[config.mk]
export PLATFORM = sky130hd
export DESIGN_NAME = bram_port_arbiter
export DESIGN_NICKNAME = d
export VERILOG_FILES = /design/src/rtl/bram_port_arbiter.sv
export SDC_FILE = /design/constraint.sdc
export NUM_CORES = 1
export LEC_CHECK = 0
export CAP_MARGIN = 15
export CELL_PAD_IN_SITES_DETAIL_PLACEMENT = 0
export CELL_PAD_IN_SITES_GLOBAL_PLACEMENT = 2
export CORE_ASPECT_RATIO = 2
export CORE_MARGIN = 4
export CORE_UTILIZATION = 25
export DETAILED_ROUTE_END_ITERATION = 10
export GPL_TIMING_DRIVEN = 1
export PLACE_DENSITY = 0.83
export SLEW_MARGIN = 20
export SYNTH_ARGS = -nofsm -noshare
export SYNTH_HDL_FRONTEND = slang
export SYNTH_SLANG_ARGS = --single-unit
[constraint.sdc]
create_clock -name I_CLK -period 2.1 [get_ports I_CLK]
set_input_delay 0.63 -clock I_CLK [delete_from_list [all_inputs] [get_ports I_CLK]]
set_output_delay 0.63 -clock I_CLK [all_outputs]
set_load 0.005 [all_outputs]
[src/rtl/bram_port_arbiter.sv]
// Shares one synchronous BRAM port between two req/ack requesters.
// Each access runs IDLE -> ACCESS -> WAIT -> DONE; contention is resolved round-robin.
module bram_port_arbiter #(
    parameter int unsigned P_DATA_WIDTH    = 16,
    parameter int unsigned P_ADDRESS_WIDTH = 10
) (
    input  logic                       I_CLK,
    input  logic                       I_NRESET,
    input  logic [1:0]                 I_REQ,
    input  logic [1:0]                 I_WE,
    input  logic [P_ADDRESS_WIDTH-1:0] I_ADDRESS_0,
    input  logic [P_ADDRESS_WIDTH-1:0] I_ADDRESS_1,
    input  logic [P_DATA_WIDTH-1:0]    I_DATA_0,
    input  logic [P_DATA_WIDTH-1:0]    I_DATA_1,
    output logic [1:0]                 O_ACK,
    output logic [P_DATA_WIDTH-1:0]    O_DATA_0,
    output logic [P_DATA_WIDTH-1:0]    O_DATA_1,
    output logic [P_ADDRESS_WIDTH-1:0] O_BRAM_ADDRESS,
    output logic [P_DATA_WIDTH-1:0]    O_BRAM_DATA,
    output logic                       O_BRAM_WRITE_ENABLE,
    input  logic [P_DATA_WIDTH-1:0]    I_BRAM_DATA
);

    typedef enum logic [1:0] {StIdle, StAccess, StWait, StDone} state_e;

    state_e                     state_q;
    logic                       ptr_q;
    logic                       grant_q;
    logic                       is_write_q;
    logic [1:0]                 ack_q;
    logic [P_DATA_WIDTH-1:0]    data0_q;
    logic [P_DATA_WIDTH-1:0]    data1_q;
    logic [P_ADDRESS_WIDTH-1:0] addr_q;
    logic [P_DATA_WIDTH-1:0]    wdata_q;
    logic                       we_q;
    logic                       grant_d;

    // A lone request wins outright; a tie goes to the priority pointer.
    always_comb begin
        grant_d = I_REQ[1];
        if (I_REQ == 2'b11) begin
            grant_d = ptr_q;
        end
    end

    always_ff @(posedge I_CLK or negedge I_NRESET) begin
        if (!I_NRESET) begin
            state_q    <= StIdle;
            ptr_q      <= 1'b0;
            grant_q    <= 1'b0;
            is_write_q <= 1'b0;
            ack_q      <= 2'b00;
            data0_q    <= '0;
            data1_q    <= '0;
            addr_q     <= '0;
            wdata_q    <= '0;
            we_q       <= 1'b0;
        end else begin
            case (state_q)
                StIdle: begin
                    if (I_REQ != 2'b00) begin
                        grant_q    <= grant_d;
                        ptr_q      <= ~grant_d;
                        is_write_q <= I_WE[grant_d];
                        we_q       <= I_WE[grant_d];
                        addr_q     <= grant_d ? I_ADDRESS_1 : I_ADDRESS_0;
                        wdata_q    <= grant_d ? I_DATA_1 : I_DATA_0;
                        state_q    <= StAccess;
                    end
                end
                StAccess: begin
                    // Address and data stay put; only the strobe is single-cycle.
                    we_q    <= 1'b0;
                    state_q <= StWait;
                end
                StWait: begin
                    if (!is_write_q) begin
                        if (grant_q) begin
                            data1_q <= I_BRAM_DATA;
                        end else begin
                            data0_q <= I_BRAM_DATA;
                        end
                    end
                    ack_q[grant_q] <= 1'b1;
                    state_q        <= StDone;
                end
                StDone: begin
                    ack_q   <= 2'b00;
                    state_q <= StIdle;
                end
                default: state_q <= StIdle;
            endcase
        end
    end

    assign O_ACK               = ack_q;
    assign O_DATA_0            = data0_q;
    assign O_DATA_1            = data1_q;
    assign O_BRAM_ADDRESS      = addr_q;
    assign O_BRAM_DATA         = wdata_q;
    assign O_BRAM_WRITE_ENABLE = we_q;

endmodule

### After elaboration in Yosys (flattened, before gate mapping)

Cells that the tools add are included.

* order comparisons: 3
* eq/ne operators: 5
* mux-type cells: 12
* bitwise logic cells: 4
* reduce and logical (&&, ||, !) cells: 9

Operator list (count)
* two-way mux 16 bit: 1
* two-way mux 10 bit: 1
* case mux 2 bit (4 select lines): 1
* == test 2 bit (second input constant): 3
* AND reduction 3 bit: 2
* nonzero test 2 bit: 3
* two-way mux 1 bit: 5
* < comparator 1 x 2 -> 1 bit (second input constant): 2
* case mux 2 bit (2 select lines): 1
* AND reduction 2 bit: 2
* NOT 1 bit: 3
* == test 2 x 1 -> 1 bit (second input constant): 1
* logical NOT 2 bit: 1
* two-way mux 2 bit: 1
* inequality test 2 bit (second input constant): 1
* OR 2 bit: 1
* case mux 1 bit (2 select lines): 1
* demux 1 bit (select 1 bit): 1
* greater-or-equal comparator 1 bit (second input constant): 1
* logical AND 1 bit: 1

* register bits: 66
* output and inout bits: 61
* logic and storage cells: 43

### Longest topological paths before layout

Gate-level depths: netlist (run 1).

* depth in word-level cells: 6
* mapped depth: 7
* gate-level depth less buffers: 5

### Least setup slack after synthesis (run 1)

Ideal clock, no wire load.

* kind: flip-flop to flip-flop
* from: register state_q[0]
* to: register data0_q[10], in the netlist O_DATA_0[10]
* arrival: 1.573 ns
* data required time: 1.975 ns
* slack: 0.402 ns
* stages on the path, launching flop included: 6
* buffers on the path: 1
* cells stage by stage: dfrtp_1 inv_1 ha_1 nor3b_4 buf_6 mux2_2

* word-level cells in the longest chain between the ends: 2

RTL lines
* from (decl): RTL line 26 `state_e state_q;`
* from (signal assigned): RTL line 48 `state_q <= StIdle;`
* from (signal assigned): RTL line 68 `state_q <= StAccess;`
* from (signal assigned): RTL line 74 `state_q <= StWait;`
* == test 2 bit: RTL line 59 `case (state_q)`
* AND reduction 3 bit (no line)
* to (signal assigned): RTL line 53 `data0_q <= '0;`
* to (signal assigned): RTL line 81 `data0_q <= I_BRAM_DATA;`
* to (decl): RTL line 31 `logic [P_DATA_WIDTH-1:0] data0_q;`

Every way passes these cells.
A chain may end at the register's enable or synchronous reset.

### Worst setup path in the final report (run 1)

* from: register data1_q[5], in the netlist O_DATA_1[5]
* to: output port O_DATA_1[5]

RTL lines
* from (decl): RTL line 32 `logic [P_DATA_WIDTH-1:0] data1_q;`
* from (signal assigned): RTL line 54 `data1_q <= '0;`
* from (signal assigned): RTL line 79 `data1_q <= I_BRAM_DATA;`
* to (decl): RTL line 17 `output logic [P_DATA_WIDTH-1:0] O_DATA_1,`

No word-level cell between the ends.

==> impl_summary.txt, run 1 <==
----------------------------------------------------
[Final layout]
  Fraction of layout instances using a drive strength above 1 ... 0.178
  Final core utilization ... 0.424
  Net count, final ... 418
  Number of non-filler instances in the completed layout ... 483
  Antenna diodes ... 0
  Synthesis-to-layout area growth ... 67.4%

[Logic synthesis]
  Count of flip-flops with a built-in enable after synthesis ... 0
  Warnings from Yosys ... 0
  Synth Register Bits ... 66
  Commonest register cell after synthesis ... dfrtp_1
  Area share of the largest cell type after synthesis ... 0.599
  Count leader, synth ... dfrtp_1
  Sequential area share after synthesis ... 0.599
  Cell count after synthesis ... 195
  Synthesized cell area ... 0.00276 sq mm
  Post-synthesis async set-or-reset flop share ... 1.00
  Post-synthesis average cell area ... 14.1 sq um
  Distinct cells, synth ... 26
  Syn nets ... 274
  Synth top cells by count ... dfrtp_1 (66), mux2_2 (32), and2_1 (27), a221o_1 (26)
  Cell accounting for the most synthesized area ... dfrtp_1
  Cell types with the largest area share after synthesis ... dfrtp_1 (60%), mux2_2 (13%), a221o_1 (9.4%), and2_1 (6.1%), ha_1 (2.3%)

[Place]
  Cell Count Post-Placement ... 468
  Post-placement setup slack ... 0.0246 ns
  Half-perimeter wire length after detailed placement ... 6.28 mm
  Buffers added on ports ... 134
  RD Place Congestion ... 0.752

[STA]
  Slew HR ... 0.739
  Minimum setup slack in the final design ... 0.255 ns
  Max-slew violations ... 0
  Setup TNS Final ... 0 ns
  Slew of the pin with the lowest slew margin ... 0.392 ns
  RSZ-0062 raised after global routing ... no
  Achievable frequency ... 0.542 GHz
  Min Tclk post-route ... 1.85 ns
  Total setup violations reported at the end of the flow ... 0
  Fraction of the cycle the final worst path needs ... 0.879
  Clk_skew ... 0.00585 ns
  Number of hold-slack violations in the final timing report ... 0
  Min Hold Slack ... 0.220 ns

[Floorplanning]
  Total die area ... 0.0129 sq mm
  Core ar. ... 0.0109 sq mm
  Initial core utilization ... 0.253
  Die Y ... 156 um
  Chip width ... 82.3 um
  FP Rows ... 54
  I/O pin count ... 135

[Routing]
  DR DRC count ... 0
  Number of antenna-violating nets in the routed design ... 0
  Iter 0 DRT Violations ... 72
  Total number of vias ... 2148
  Routed len/inst ... 17.4 um
  Count of TritonRoute iterations in the first routing pass ... 4
  Aggregate routed wire length ... 8.40 mm
  Detailed-route vias per instance ... 4.45

[GRT]
  Global-route wire length before repair ... 12.7 mm
  Largest net degree at the start of global routing ... 52
  Sum of overflow across all layers after global routing ... 0
  Met1 GRT Util ... 0.138
  Via count of the first global-routing pass ... 2327
  Global-route track usage on met3 ... 0.0369
  Antenna violations before repair ... 2
  Global routing usage on met2 ... 0.239
  All-Layer GR Usage ... 0.137
  Most Crowded Layer GR ... met2

[Power]
  Largest voltage drop on the vdd net ... 0.000602 V
  Pint ... 0.00483 W
  Clk pwr share ... 0.223
  Total leakage power ... 1.93 nW
  Power Density ... 1460 mW/mm^2
  Net switching fraction of the power ... 0.281
  Switching Power ... 0.00189 W
  Relative contribution of sequential cells to total power ... 0.336
  Portion of total power attributed to combinational logic ... 0.441

[Setup path]
  Crit path required time ... 1.47 ns
  Crit path max fanout ... 2
  Largest delay contributor family on the critical path ... buffers and inverters
  R2R Path Start ... state_q[0]$_DFFE_PN0P_
  Worst Reg2Reg Path Length in Cells ... 5
  Number of buffers and inverters on the critical path ... 1
  Standard cell with the maximum stage delay on the critical path ... clkdlybuf4s50_1
  Category of the worst setup path capture point ... primary output
  R2R Path End ... O_DATA_0[6]$_DFFE_PN0P_
  Critical path start-end classification ... register to primary output
  Worst path cell trace ... clkdlybuf4s50_1
  Data arrival time of the critical path ... 1.22 ns
  Delay of the slowest critical-path stage ... 0.55 ns
  Crit start category ... register
  Reg-to-reg setup timing slack ... 0.33 ns

[Min path]
  Worst hold path class ... input pin to asynchronous set/reset pin

[CTS]
  TritonCTS clock tree ... built
  Num CTS Buffers ... 9
  Worst-Skew Late Latency ... 0.32 ns
  Setup fix buffers added after clock tree synthesis ... 0
  CTS Sinks ... 66
  Clk Tree Root Cell ... clkbuf_16
  H-tree level count ... 3
  Hold-fix buffers at CTS ... 0
  Worst-path clk slew ... 0.05 ns
  Number of buffers between clock root and the deepest sink ... 2
  Post-CTS resize count ... 0

[Run status]
  Outcome ... finished clean

[Job]
  Total of max-cap violations ... 0

----------------------------------------------------
==> layout by cell type, fill, tap and decap left out <==
| master | instances |
|---|---|
| o21ai_0 | 3 |
| buf_4 | 4 |
| clkbuf_16 | 9 |
| nand3b_2 | 1 |
| bufinv_16 | 1 |
| nor3b_1 | 1 |
| o31ai_1 | 1 |
| clkinv_2 | 1 |
| and2_1 | 27 |
| nor3_1 | 1 |
| mux2_2 | 32 |
| a21o_1 | 1 |
| nand2b_1 | 1 |
| inv_1 | 4 |
| nor2b_2 | 1 |
| ha_1 | 5 |
| clkinv_4 | 1 |
| nor2_1 | 3 |
| clkdlybuf4s50_1 | 133 |
| clkinvlp_4 | 1 |
| a21oi_1 | 3 |
| a32oi_1 | 1 |
| clkbuf_8 | 2 |
| a21oi_2 | 1 |
| a221o_1 | 26 |
| buf_12 | 4 |
| nor3b_4 | 1 |
| buf_2 | 1 |
| o21ai_2 | 1 |
| nand2_1 | 5 |
| dfrtp_1 | 66 |
| mux2_1 | 1 |
==> registers in the layout, indices dropped and copies added, names as in the netlist <==
signal and count:
O_BRAM_DATA 16, O_DATA_0 16, O_DATA_1 16, O_BRAM_ADDRESS 10
O_ACK 2, state_q 2, O_BRAM_WRITE_ENABLE 1, grant_q 1
is_write_q 1, ptr_q 1
==> metrics by stage <==
stage	power, W	instance area, sq um
finish	0.00672	4610
global route	0.00715	4610
global placement	0.00520	4310
floorplan	0.00353	2760
CTS	0.00685	4610
detailed placement	0.00529	4310
==> cell type report <==
cell class	count	area [sq um]
inverters	4	15.0
flip-flops and latches	66	1650
repair buffers	142	1450
fillers	1048	6260
clock buffers	11	253
multi-input cells	116	1020
well taps	140	175
clock inverters	4	51.3
==> power groups by stage <==
stage / logic [W] / clock network, W / registers (W)
2_1_floorplan: 0.00125 / 0 / 0.00228
3_3_place_gp: 0.00295 / 0 / 0.00225
3_5_place_dp: 0.00301 / 0 / 0.00228
4_1_cts: 0.00303 / 0.00156 / 0.00227
5_1_grt: 0.00320 / 0.00161 / 0.00234
6_report: 0.00296 / 0.00150 / 0.00226
==> per-layer routing <==
layer / part of all wire / up-vias
li1: - / 1002
met3: 0.062 / 23
met1: 0.33 / 1048
met2: 0.57 / 71
met4: 0.041 / 4
met5: 0.0032 / -
==> worst max-delay path by stage <==
stage                            startpoint                    endpoint  slack [ns]  depth (start not counted)
detailed placement                 I_REQ[1]  O_BRAM_DATA[2]$_DFFE_PN0P_        0.02                          5
finish              O_DATA_1[5]$_DFFE_PN0P_                 O_DATA_1[5]        0.25                          1
global route         state_q[0]$_DFFE_PN0P_    O_DATA_0[11]$_DFFE_PN0P_        0.19                          5
CTS                 O_DATA_0[3]$_DFFE_PN0P_                 O_DATA_0[3]        0.22                          1
floorplan            state_q[0]$_DFFE_PN0P_    O_DATA_0[10]$_DFFE_PN0P_        0.40                          5
global placement                   I_REQ[0]  O_BRAM_DATA[2]$_DFFE_PN0P_        0.06                          5
==> cells by family after synthesis <==
kind of cell / count (synthesis) / share of synthesized area
AOI/OAI and AO/OA: 37 / 0.120
adders and majority gates: 5 / 0.0227
buffers and inverters: 13 / 0.0309
DFF: 66 / 0.599
muxes: 33 / 0.135
and+or+nand+nor: 41 / 0.0921
Note: power is estimated with default switching activity, not from simulation.
==> inputs of run 2 (changes only) <==
- CAP_MARGIN: 15 -> default
==> results of run 2 <==
The final DEF is identical to that of run 1; final timing and power are the same.
==> inputs of run 3 (changes only) <==
- CAP_MARGIN: default -> 20
==> results of run 3 <==
The final DEF is identical to that of run 1; final timing and power are the same.
